## config.mk

```make
export PLATFORM = sky130hd
export DESIGN_NAME = rgb_pwm_ctrl
export DESIGN_NICKNAME = d
export VERILOG_FILES = /design/src/rtl/rgb_pwm_ctrl.sv
export SDC_FILE = /design/constraint.sdc
export NUM_CORES = 1
export LEC_CHECK = 0
export CAP_MARGIN = 20
export CORE_AREA = 2 2 108 110
export DETAILED_ROUTE_END_ITERATION = 10
export DIE_AREA = 0 0 110 112
export DONT_BUFFER_PORTS = 1
export PLACE_DENSITY = 0.39
export SYNTH_ARGS = -nofsm -noshare
export SYNTH_HDL_FRONTEND = slang
export SYNTH_SLANG_ARGS = --single-unit
export TNS_END_PERCENT = 5
```

## constraint.sdc

```tcl
create_clock -name clk -period 4.88 [get_ports clk]
set_clock_uncertainty 0.2 [all_clocks]
set_input_delay 0.976 -clock clk [delete_from_list [all_inputs] [get_ports clk]]
set_output_delay 0.976 -clock clk [all_outputs]
set_load 0.1 [all_outputs]
```

## src/rtl/rgb_pwm_ctrl.sv

```systemverilog
// rgb_pwm_ctrl
// Runs one shared period counter for the R/G/B channels of the mixer and
// compares it against per-channel duty values to produce PWM outputs.
// New colour triples arrive over a valid/ready port into a shadow buffer.
// They are copied into the active duty registers only at a period boundary,
// or when the counter starts from IDLE, so an output never glitches mid-period.
//
// Ports:
//   clk          system clock, rising edge
//   reset        asynchronous, active-high, clears all state
//   enable       level: 1 = run, 0 = finish current period then stop
//   cfg_valid    a new R/G/B triple is present on cfg_r/cfg_g/cfg_b
//   cfg_ready    shadow buffer empty, triple will be accepted
//   cfg_r/g/b    duty values, WIDTH bits each
//   pwm_r/g/b    PWM outputs
//   period_start one-cycle pulse on the first clk of every period
//   busy         counter running (RUN or DRAIN)
//   count        current period counter value
//
// state | meaning
// ------+-----------------------------------------------------------
// IDLE  | counter stopped at 0, outputs low, waiting for enable
// RUN   | counter running, enable high
// DRAIN | enable dropped; counter runs to the end of the period
module rgb_pwm_ctrl #(
    parameter int WIDTH    = 8,
    parameter int PRESCALE = 4
) (
    input  logic             clk,
    input  logic             reset,
    input  logic             enable,
    input  logic             cfg_valid,
    output logic             cfg_ready,
    input  logic [WIDTH-1:0] cfg_r,
    input  logic [WIDTH-1:0] cfg_g,
    input  logic [WIDTH-1:0] cfg_b,
    output logic             pwm_r,
    output logic             pwm_g,
    output logic             pwm_b,
    output logic             period_start,
    output logic             busy,
    output logic [WIDTH-1:0] count
);

    // A 1-bit prescaler is kept even for PRESCALE=1; it then stays at 0 and
    // tick is asserted every cycle.
    localparam int              PW      = (PRESCALE > 1) ? $clog2(PRESCALE) : 1;
    localparam logic [PW-1:0]   PS_LAST = PW'(PRESCALE - 1);
    localparam logic [WIDTH-1:0] CNT_MAX = {WIDTH{1'b1}};

    typedef enum logic [1:0] {
        S_IDLE  = 2'd0,
        S_RUN   = 2'd1,
        S_DRAIN = 2'd2
    } state_t;

    state_t             state_q,   state_d;
    logic [PW-1:0]      presc_q,   presc_d;
    logic [WIDTH-1:0]   count_q,   count_d;
    logic [3*WIDTH-1:0] shadow_q,  shadow_d;
    logic [3*WIDTH-1:0] active_q,  active_d;
    logic               pending_q, pending_d;
    logic               pstart_q,  pstart_d;

    logic tick;
    logic boundary;
    logic handshake;
    logic load;

    assign tick      = (state_q != S_IDLE) && (presc_q == PS_LAST);
    assign boundary  = tick && (count_q == CNT_MAX);
    assign handshake = cfg_valid && !pending_q;

    always_comb begin
        state_d  = state_q;
        presc_d  = presc_q;
        count_d  = count_q;
        pstart_d = 1'b0;
        load     = 1'b0;
        case (state_q)
            S_IDLE: begin
                if (enable) begin
                    state_d  = S_RUN;
                    presc_d  = '0;
                    count_d  = '0;
                    pstart_d = 1'b1;
                    load     = pending_q;
                end
            end
            S_RUN, S_DRAIN: begin
                presc_d = tick ? '0 : presc_q + 1'b1;
                if (tick) begin
                    count_d = count_q + 1'b1;
                end
                // pending_q is the pre-edge value, so a triple accepted in
                // the boundary cycle itself waits for the next boundary.
                load = boundary && pending_q;
                // enable takes priority over the drain-complete exit.
                if (enable) begin
                    state_d = S_RUN;
                end else if (state_q == S_RUN) begin
                    state_d = S_DRAIN;
                end else if (boundary) begin
                    state_d = S_IDLE;
                end
                pstart_d = boundary && (state_d != S_IDLE);
            end
            default: begin
                state_d = S_IDLE;
                presc_d = '0;
                count_d = '0;
            end
        endcase
    end

    always_comb begin
        shadow_d  = shadow_q;
        active_d  = active_q;
        pending_d = pending_q;
        if (handshake) begin
            shadow_d  = {cfg_r, cfg_g, cfg_b};
            pending_d = 1'b1;
        end
        // load and handshake are mutually exclusive: load needs pending_q,
        // handshake needs !pending_q.
        if (load) begin
            active_d  = shadow_q;
            pending_d = 1'b0;
        end
    end

    always_ff @(posedge clk or posedge reset) begin
        if (reset) begin
            state_q   <= S_IDLE;
            presc_q   <= '0;
            count_q   <= '0;
            shadow_q  <= '0;
            active_q  <= '0;
            pending_q <= 1'b0;
            pstart_q  <= 1'b0;
        end else begin
            state_q   <= state_d;
            presc_q   <= presc_d;
            count_q   <= count_d;
            shadow_q  <= shadow_d;
            active_q  <= active_d;
            pending_q <= pending_d;
            pstart_q  <= pstart_d;
        end
    end

    assign busy         = (state_q != S_IDLE);
    assign cfg_ready    = !pending_q;
    assign count        = count_q;
    assign period_start = pstart_q;
    assign pwm_r        = busy && (count_q < active_q[3*WIDTH-1 -: WIDTH]);
    assign pwm_g        = busy && (count_q < active_q[2*WIDTH-1 -: WIDTH]);
    assign pwm_b        = busy && (count_q < active_q[WIDTH-1   -: WIDTH]);

endmodule

```

==> flow_metrics.env, run 1 <==
export IMPL_status="complete, no violations"
export IMPL_clock_latency_ns=0.34
export IMPL_crit_chain="buf_6, ha_1, a211o_1, a31oi_2, buf_4"
export IMPL_synth_top_area_share_pct=47.7
export IMPL_num_rows=39
export IMPL_worstSetupPathType="flip-flop to output pin"
export IMPL_maxSlewViolCount=0
export IMPL_holdPathStages=1
export IMPL_arrival_ns=2.36
export IMPL_root_buffer="clkbuf_16"
export IMPL_holdWs_ns=0.294
export IMPL_cp_slowest_stage_delay_ns=0.74
export IMPL_crit_required_ns=3.70
export IMPL_switching_share_pct=36.8
export IMPL_syn_area_sq_um=3250
export IMPL_rsz0062_at_grt="no"
export IMPL_cts_sinks=62
export IMPL_die_area_sq_um=12300
export IMPL_hold_violations=0
export IMPL_slowest_stage="dfrtp_1"
export IMPL_clkPwrFrac_pct=25.9
export IMPL_cts_clk_slew_worst_paths_ns=0.06
export IMPL_synth_top_area_cell="dfrtp_1"
export IMPL_r2r_slack_ns=1.68
export IMPL_synthTopCellsByArea="dfrtp_1 48%, ha_1 10%, mux2_2 9.7%"
export IMPL_grt_pass1_wl_um=11400
export IMPL_p_comb_share_pct=37.8
export IMPL_via_per_inst=4.69
export IMPL_power_uw=2540
export IMPL_gp_congestion=0.780
export IMPL_firstDrtPassIters=4
export IMPL_avgSynthCellArea_sq_um=12.1
export IMPL_synth_nets=323
export IMPL_ant_nets=0
export IMPL_post_route_period_util_pct=72.5
export IMPL_worstHoldPathType="flip-flop to flip-flop"
export IMPL_pin_count=42
export IMPL_slew_headroom_pct=23.1
export IMPL_antenna_found_initial=0
export IMPL_vias=2022
export IMPL_overflow=0
export IMPL_initial_core_util_pct=29.1
export IMPL_drive_above_1_share_pct=29.2
export IMPL_postCtsSetupRepairBufs=0
export IMPL_die_w_um=110
export IMPL_ys_seq_area_share_pct=47.7
export IMPL_fmax_ghz=0.283
export IMPL_dp_cells=414
export IMPL_cts_tree="built"
export IMPL_hold_buffers=0
export IMPL_synth_seq_cells=62
export IMPL_final_cells=431
export IMPL_p_switching_uw=935
export IMPL_worstSetupEndpointType="output pin"
export IMPL_startpoint_type="flip-flop"
export IMPL_die_y_um=112
export IMPL_cts_buffers=9
export IMPL_area_delta_synth_final_pct=15.6
export IMPL_post_cts_resized=0
export IMPL_grt_pass1_vias=2194
export IMPL_routed_wl_um=6850
export IMPL_clockBufferDepth=2
export IMPL_max_slew_worst_pin_slew_ns=1.15
export IMPL_ff2ff_path_depth=7
export IMPL_drt_iter0_markers=84
export IMPL_coreArea_sq_um=11200
export IMPL_drc=0
export IMPL_ir_worst_vdd_v=0.000310
export IMPL_path_max_fanout=6
export IMPL_period_minus_slack_ns=3.54
export IMPL_tns_ns=0
export IMPL_place_detailed_hpwl_um=4670
export IMPL_yosys_warnings=0
export IMPL_synthCells=269
export IMPL_ys_types=37
export IMPL_power_per_cell_area_nw_per_um2=675
export IMPL_htreeDepth=3
export IMPL_grt_max_degree=37
export IMPL_power_leakage_uw=0.00179
export IMPL_sequentialPowerShare_pct=36.3
export IMPL_grt_usage_pct=12.6
export IMPL_wl_per_cell_um=15.9
export IMPL_p_int_uw=1600
export IMPL_setup_violations=0
export IMPL_final_nets=337
export IMPL_antennaDiodeCount=0
export IMPL_portBuffers=0
export IMPL_drv_cap=0
-- worst paths after layout --
check	startpoint	endpoint
hold reg to reg	shadow_q[1]$_DFFE_PP0P_	active_q[1]$_DFFE_PP0P_
min in group asynchronous	reset	shadow_q[23]$_DFFE_PP0P_
hold / removal	shadow_q[1]$_DFFE_PP0P_	active_q[1]$_DFFE_PP0P_
max in group asynchronous	reset	shadow_q[17]$_DFFE_PP0P_
setup reg to reg	state_q[1]$_DFFE_PP0P_	active_q[23]$_DFFE_PP0P_
setup / recovery	count[6]$_DFFE_PP0P_	pwm_r
-- per-layer routing --
metal / global-route usage (%) / share of wire, % / up-vias
met5: 0 / 0 / -
li1: - / - / 978
met2: 18.6 / 46 / 35
met1: 16.1 / 47 / 997
met4: 5.06 / 1.8 / 0
met3: 5.50 / 5.5 / 12
-- area by class of cell --
| type | count | area [sq um] |
|---|---|---|
| clock buffer | 13 | 260 |
| clock inverter | 3 | 42.5 |
| fill | 1116 | 7410 |
| inverter | 31 | 116 |
| multi-input combinational | 166 | 1510 |
| sequential | 62 | 1550 |
| tap | 143 | 179 |
| timing repair buffer | 13 | 101 |
-- layout by cell type, fill, tap and decap left out, types with 2 or more instances in the layout --
cell type | synthesis | routed
clkbuf_16 | 0 | 9
nor2_1 | 6 | 6
nand2_1 | 17 | 17
nor3_1 | 2 | 2
a21o_1 | 2 | 2
clkbuf_1 | 2 | 2
clkbuf_8 | 0 | 2
a21oi_1 | 12 | 12
a41o_1 | 3 | 3
mux2_2 | 28 | 28
dfrtp_1 | 62 | 62
nand3_1 | 6 | 6
or4_1 | 3 | 3
or3_1 | 2 | 2
a211o_1 | 3 | 3
o21ai_0 | 10 | 10
ha_1 | 26 | 26
nor2b_1 | 6 | 5
mux2_4 | 20 | 20
o31ai_1 | 3 | 3
buf_4 | 0 | 12
inv_1 | 31 | 30
a31oi_2 | 0 | 3
-- cell usage after synthesis --
master     instances
clkbuf_1           2
o221ai_1           1
o21ai_0           10
or4_1              3
a2111oi_0          1
nand4_2            1
mux2i_1            1
nand2b_1           1
nor3_2             1
nand3_1            6
nand4_1            1
buf_6              3
a41o_1             3
buf_2              3
buf_12             2
ha_1              26
nand2_1           17
a21oi_1           12
o31ai_1            3
nor2b_1            6
nor3_1             2
dfrtp_1           62
a31oi_1            3
inv_1             31
mux2_4            20
o311a_2            1
or3_1              2
mux2_2            28
a211oi_1           1
xnor2_1            1
nor2_1             6
nand2b_4           1
o41ai_1            1
a22o_1             1
a21o_1             2
a211o_1            3
nor4_1             1
-- sequential cells by signal, summed over array words and instances, names as in the netlist --
name and cells:
count 8, pending_q 1, state_q 2, active_q 24, period_start 1, presc_q 2, shadow_q 24
-- logic make-up (layout without fill, tap and decap cells) --
family	count (synthesis)	after routing	share of synthesized area, %
DFF	62	62	47.7
adders and majority gates	26	26	10.0
AOI/OAI and AO/OA	42	42	8.50
muxes	49	49	19.2
xor gates and xnor gates	1	1	0.269
buffers and inverters	41	60	6.54
and+or+nand+nor	48	48	7.80
-- power groups by stage --
stage	sequential (uW)	clock (uW)	combinational, uW
2_1_floorplan	887	0	861
3_3_place_gp	939	0	956
3_5_place_dp	941	0	970
4_1_cts	932	676	976
5_1_grt	961	692	1060
6_report	923	657	960
-- stage by stage --
stage / setup slack [ns] / util, % / instance area [sq um]
after floorplan: 0.327 / - / 3250
after global placement: 1.65 / 30.9 / 3450
after detailed placement: 1.63 / 30.9 / 3450
after CTS: 1.28 / 33.6 / 3750
after global routing: 1.21 / 33.7 / 3760
final: 1.34 / 33.7 / 3760
-- worst max-delay path: cells and delay by family (launching register included) --
family | cells | cell delay, ns
flops | 1 | 0.74
buf+inv | 2 | 0.65
compound gates | 2 | 0.45
fa+ha+maj | 1 | 0.19
Power figures use the tool's default switching activity.
==> run 2: changes to the inputs <==
clock period = 3.7 ns   (was 4.88 ns; I/O delays follow)
==> run 2 against run 1 <==
Compared with the run above:
- total power is 38% higher
- critical path depth is 1 higher
- die area unchanged
- non-clock buffer count rose by 4
- cell area grew 2.5%
- clock power rose by 40%
- via count grew 1.3%
- largest cell class unchanged
- highest routed layer unchanged
==> flow_metrics.env, run 2 (synthesis gave the netlist of run 1 again) <==
export IMPL_status="complete, no violations"
export IMPL_cp_slowest_stage_delay_ns=0.52
export IMPL_gp_congestion=0.768
export IMPL_postCtsSetupRepairBufs=0
export IMPL_power_leakage_uw=0.00184
export IMPL_antenna_found_initial=0
export IMPL_rsz0062_at_grt="no"
export IMPL_arrival_ns=2.16
export IMPL_p_switching_uw=1240
export IMPL_antennaDiodeCount=0
export IMPL_overflow=0
export IMPL_grt_max_degree=26
export IMPL_period_minus_slack_ns=3.10
export IMPL_area_delta_synth_final_pct=18.5
export IMPL_initial_core_util_pct=29.1
export IMPL_stdcell_area_sq_um=3850
export IMPL_max_slew_worst_pin_slew_ns=0.864
export IMPL_power_uw=3490
export IMPL_cts_clk_slew_worst_paths_ns=0.06
export IMPL_die_w_um=110
export IMPL_firstDrtPassIters=4
export IMPL_via_per_inst=4.72
export IMPL_hold_buffers=0
export IMPL_p_comb_share_pct=39.5
export IMPL_final_cells=434
export IMPL_hold_violations=0
export IMPL_startpoint_type="flip-flop"
export IMPL_holdWs_ns=0.108
export IMPL_clock_latency_ns=0.33
export IMPL_p_int_uw=2250
export IMPL_slew_headroom_pct=42.4
export IMPL_pin_count=42
export IMPL_portBuffers=0
export IMPL_root_buffer="clkbuf_16"
export IMPL_post_dp_cell_area_sq_um=3530
export IMPL_crit_chain="ha_1, a21oi_1, nand2_1, a41o_1, a31oi_2, buf_12"
export IMPL_vias=2048
export IMPL_grt_pass1_vias=2171
export IMPL_maxSlewViolCount=0
export IMPL_timing_final_ws_setup_ns=0.603
export IMPL_drt_iter0_markers=25
export IMPL_switching_share_pct=35.5
export IMPL_cp_top_family="compound AO/OA/AOI/OAI gates"
export IMPL_cts_sinks=62
export IMPL_post_cts_resized=0
export IMPL_drv_cap=0
export IMPL_final_cell_mix="62 x dfrtp_1, 30 x inv_1, 28 x mux2_2, 26 x ha_1, 20 x mux2_4"
export IMPL_place_detailed_hpwl_um=4770
export IMPL_coreArea_sq_um=11200
export IMPL_crit_required_ns=2.76
export IMPL_path_max_fanout=8
export IMPL_die_y_um=112
export IMPL_htreeDepth=3
export IMPL_drive_above_1_share_pct=30.6
export IMPL_ir_worst_vdd_v=0.000404
export IMPL_clkPwrFrac_pct=26.3
export IMPL_grt_usage_pct=12.5
export IMPL_ant_nets=0
export IMPL_final_common_cell="dfrtp_1"
export IMPL_final_nets=341
export IMPL_cts_tree="built"
export IMPL_pre_cts_slack_ns=0.873
export IMPL_wl_per_cell_um=15.4
export IMPL_drc=0
export IMPL_dp_cells=419
export IMPL_routed_wl_um=6700
export IMPL_die_area_sq_um=12300
export IMPL_worstHoldPathType="input port to async pin"
export IMPL_grt_pass1_wl_um=11500
export IMPL_post_route_period_util_pct=83.7
export IMPL_worstSetupPathType="flip-flop to output pin"
export IMPL_worstSetupEndpointType="output pin"
export IMPL_power_per_cell_area_nw_per_um2=906
export IMPL_cts_buffers=9
export IMPL_num_rows=39
export IMPL_clockBufferDepth=2
export IMPL_sequentialPowerShare_pct=34.2
export IMPL_cp_num_buf_inv=1
export IMPL_setup_violations=0
export IMPL_slowest_stage="dfrtp_1"
export IMPL_fmax_ghz=0.323
run 2: cell types whose count changed in the layout (fill, tap and decap cells not counted):
cell / before / now
buf_12: 0 / 3
buf_6: 1 / 0
bufinv_16: 1 / 2
clkinv_2: 1 / 2
a31oi_2: 3 / 2
buf_4: 12 / 14
a31oi_4: 0 / 1
clkinvlp_4: 1 / 0
clkbuf_1: 2 / 0
run 2: cell type report:
cell class | instances | area [sq um]
Fill cell | 1105 | 7320
Sequential cell | 62 | 1550
Multi-Input combinational cell | 166 | 1520
Clock buffer | 11 | 253
Tap cell | 143 | 179
Timing Repair Buffer | 17 | 165
Inverter | 31 | 116
Clock inverter | 4 | 70.1
run 2: power by group through the flow:
stage	sequential, uW	combinational [uW]	clock (uW)
floorplan	1170	1170	0
global placement	1210	1390	0
detailed placement	1210	1400	0
CTS	1200	1410	945
global route	1250	1520	976
finish	1190	1380	919
run 2: per-stage QoR:
step                      setup TNS, ns  utilization, %
after floorplan                  -0.118               -
after global placement                0            31.6
after detailed placement              0            31.6
after CTS                             0            34.5
after global routing                  0            34.5
final                                 0            34.5
run 2: layer usage:
layer | share of wire [%] | routed length, um | vias up | track usage, %
met5 | 0 | 0 | - | 0
met4 | 2.1 | 142 | 0 | 6.24
met3 | 3.8 | 254 | 11 | 3.16
met2 | 46 | 3080 | 42 | 19.0
met1 | 48 | 3220 | 1008 | 16.2
li1 | - | - | 987 | -
run 2: final timing paths:
check	startpoint	end	slack, ns	cells after the start
worst max register to register	state_q[1]$_DFFE_PP0P_	active_q[9]$_DFFE_PP0P_	0.91	8
worst min-delay path	reset	shadow_q[5]$_DFFE_PP0P_	0.11	1
worst max-delay path	count[5]$_DFFE_PP0P_	pwm_r	0.60	6
worst min register to register	presc_q[1]$_DFFE_PP0P_	presc_q[1]$_DFFE_PP0P_	0.29	2
min in group clk	presc_q[1]$_DFFE_PP0P_	presc_q[1]$_DFFE_PP0P_	0.29	2
max in group asynchronous	reset	presc_q[0]$_DFFE_PP0P_	2.47	2
==> run 3: changes to the inputs <==
PLACE_DENSITY = 0.4   (was 0.39)
clock period = 2.64 ns   (was 3.7 ns; I/O delays follow)
==> run 3 against run 2 <==
Compared with the run above:
- total power grew 38%
- critical path depth did not move
- worst hold slack gained 0.035 ns
- sequential cell count did not move
- utilization increased by 1.4 points
- critical path type unchanged
- combinational power rose by 54%
- die area unchanged
- setup slack got worse by 0.60 ns
- cell area up 4.1%
- wire length is 3.0% higher
==> flow_metrics.env, run 3 (synthesis gave the netlist of run 1 again) <==
export IMPL_root_buffer="clkbuf_16"
export IMPL_clockBufferDepth=2
export IMPL_ir_worst_vdd_v=0.000694
export IMPL_final_nets=348
export IMPL_die_area_sq_um=12300
export IMPL_status="complete, no violations"
export IMPL_cts_tree="built"
export IMPL_antennaDiodeCount=0
export IMPL_wl_per_cell_um=15.6
export IMPL_fmax_ghz=0.379
export IMPL_drc=0
export IMPL_clock_latency_ns=0.33
export IMPL_crit_required_ns=1.91
export IMPL_htreeDepth=3
export IMPL_area_delta_synth_final_pct=23.3
export IMPL_num_rows=39
export IMPL_initial_core_util_pct=29.1
export IMPL_grt_max_degree=29
export IMPL_ant_nets=0
export IMPL_timing_rr_start="state_q[1]$_DFFE_PP0P_"
export IMPL_power_per_cell_area_nw_per_um2=1200
export IMPL_grt_usage_pct=13.1
export IMPL_path_max_fanout=5
export IMPL_die_y_um=112
export IMPL_period_minus_slack_ns=2.64
export IMPL_cts_sinks=62
export IMPL_worstSetupEndpointType="output pin"
export IMPL_overflow=0
export IMPL_worstHoldPathType="input port to flip-flop"
export IMPL_drv_cap=0
export IMPL_post_route_period_util_pct=99.8
export IMPL_r2r_slack_ns=0.31
export IMPL_gp_congestion=0.793
export IMPL_cts_buffers=9
export IMPL_dp_cells=421
export IMPL_final_common_cell="dfrtp_1"
export IMPL_routed_wl_um=6900
export IMPL_grt_pass1_wl_um=11800
export IMPL_ff2ff_path_depth=7
export IMPL_final_cells=442
export IMPL_die_w_um=110
export IMPL_timing_final_ws_setup_ns=0.00406
export IMPL_pre_cts_slack_ns=0.322
export IMPL_vias=2101
export IMPL_hp_start="cfg_g[0]"
export IMPL_portBuffers=0
export IMPL_worstSetupPathType="flip-flop to output pin"
export IMPL_slew_headroom_pct=58.4
export IMPL_power_leakage_uw=0.00184
export IMPL_firstDrtPassIters=4
export IMPL_nFillCells=1092
export IMPL_hold_violations=0
export IMPL_maxSlewViolCount=0
export IMPL_whs_endpoint="shadow_q[8]$_DFFE_PP0P_"
export IMPL_place_detailed_hpwl_um=4890
export IMPL_arrival_ns=1.91
export IMPL_antenna_found_initial=0
export IMPL_via_per_inst=4.75
export IMPL_rsz0062_at_grt="yes"
export IMPL_final_cell_mix="55 x dfrtp_1, 30 x inv_1, 28 x mux2_2, 20 x mux2_4, 19 x ha_1"
export IMPL_drive_above_1_share_pct=38.1
export IMPL_max_slew_worst_pin_slew_ns=0.623
export IMPL_holdPathStages=1
export IMPL_grt_pass1_vias=2248
export IMPL_cts_clk_slew_worst_paths_ns=0.06
export IMPL_r2r_end="active_q[8]$_DFFE_PP0P_"
export IMPL_startpoint_type="flip-flop"
export IMPL_coreArea_sq_um=11200
export IMPL_pin_count=42
export IMPL_drt_iter0_markers=86
export IMPL_setup_violations=0
-- run 3: changes by cell type in the layout (fill, tap and decap cells not counted), sizes merged --
| cell | previous run | this run |
|---|---|---|
| dlygate4sd3 | 0 | 1 |
| buf | 17 | 23 |
| clkinv | 2 | 4 |
| clkinvlp | 0 | 2 |
| bufinv | 2 | 0 |
| clkbuf | 11 | 10 |
-- run 3: repair_timing --
action | CTS | global route
buffers inserted | 4 | 0
pin swaps | 0 | 0
endpoints found under the setup margin | 3 | 3
endpoints found under the hold margin | 25 | 0
resized for setup | 0 | 1
hold buffers | 1 | 0
-- run 3: final cells by class --
type / instances / area (sq um) / area share [%]
multi-input cells: 166 / 1640 / 41.0
flip-flops and latches: 62 / 1560 / 38.9
repair buffers: 24 / 245 / 6.11
clock buffers: 10 / 229 / 5.71
well taps: 143 / 179 / 4.46
inverters: 31 / 116 / 2.90
clock inverters: 6 / 38.8 / 0.967
-- run 3: critical path, cell delays in order, from the launching register on --
cell,delay [ns]
dfrtp_2,0.49
ha_1,0.34
nand3_1,0.09
nand2_1,0.05
a41o_1,0.23
a31oi_4,0.18
buf_12,0.20
-- run 3: report_power, final --
part           internal, uW  total [uW]  leakage (uW)  switching (uW)
logic                   994        2130      0.000967            1140
registers              1380        1630      0.000743             253
clock network           631        1070      0.000128             437
total                  3000        4830       0.00184            1830
-- run 3: how the worst max path moves through the flow --
stage                          from     to  slack [ns]
2_1_floorplan  count[5]$_DFFE_PP0P_  pwm_b       -0.11
3_5_place_dp   count[4]$_DFFE_PP0P_  pwm_r        0.32
4_1_cts        count[5]$_DFFE_PP0P_  pwm_r       -0.02
3_3_place_gp   count[5]$_DFFE_PP0P_  pwm_b        0.32
5_1_grt        count[5]$_DFFE_PP0P_  pwm_r       -0.09
6_report       count[4]$_DFFE_PP0P_  pwm_b       0.004
-- run 3: per-layer routing --
layer / GRT usage [%] / wire (um)
met5: 0 / 0
met4: 5.82 / 149
met3: 4.45 / 314
met2: 18.6 / 3060
met1: 17.8 / 3370
-- run 3: stage by stage --
step | power (uW) | hold slack [ns] | area (sq um) | TNS (ns) | util, %
6_report | 4830 | 0.143 | 4010 | 0 | 35.9
5_1_grt | 5190 | 0.125 | 4010 | -0.245 | 35.9
4_1_cts | 4910 | 0.128 | 4000 | -0.0401 | 35.8
3_5_place_dp | 3810 | 0.288 | 3690 | 0 | 33.0
3_3_place_gp | 3780 | 0.280 | 3690 | 0 | 33.0
2_1_floorplan | 3380 | 0.254 | 3400 | -1.69 | -
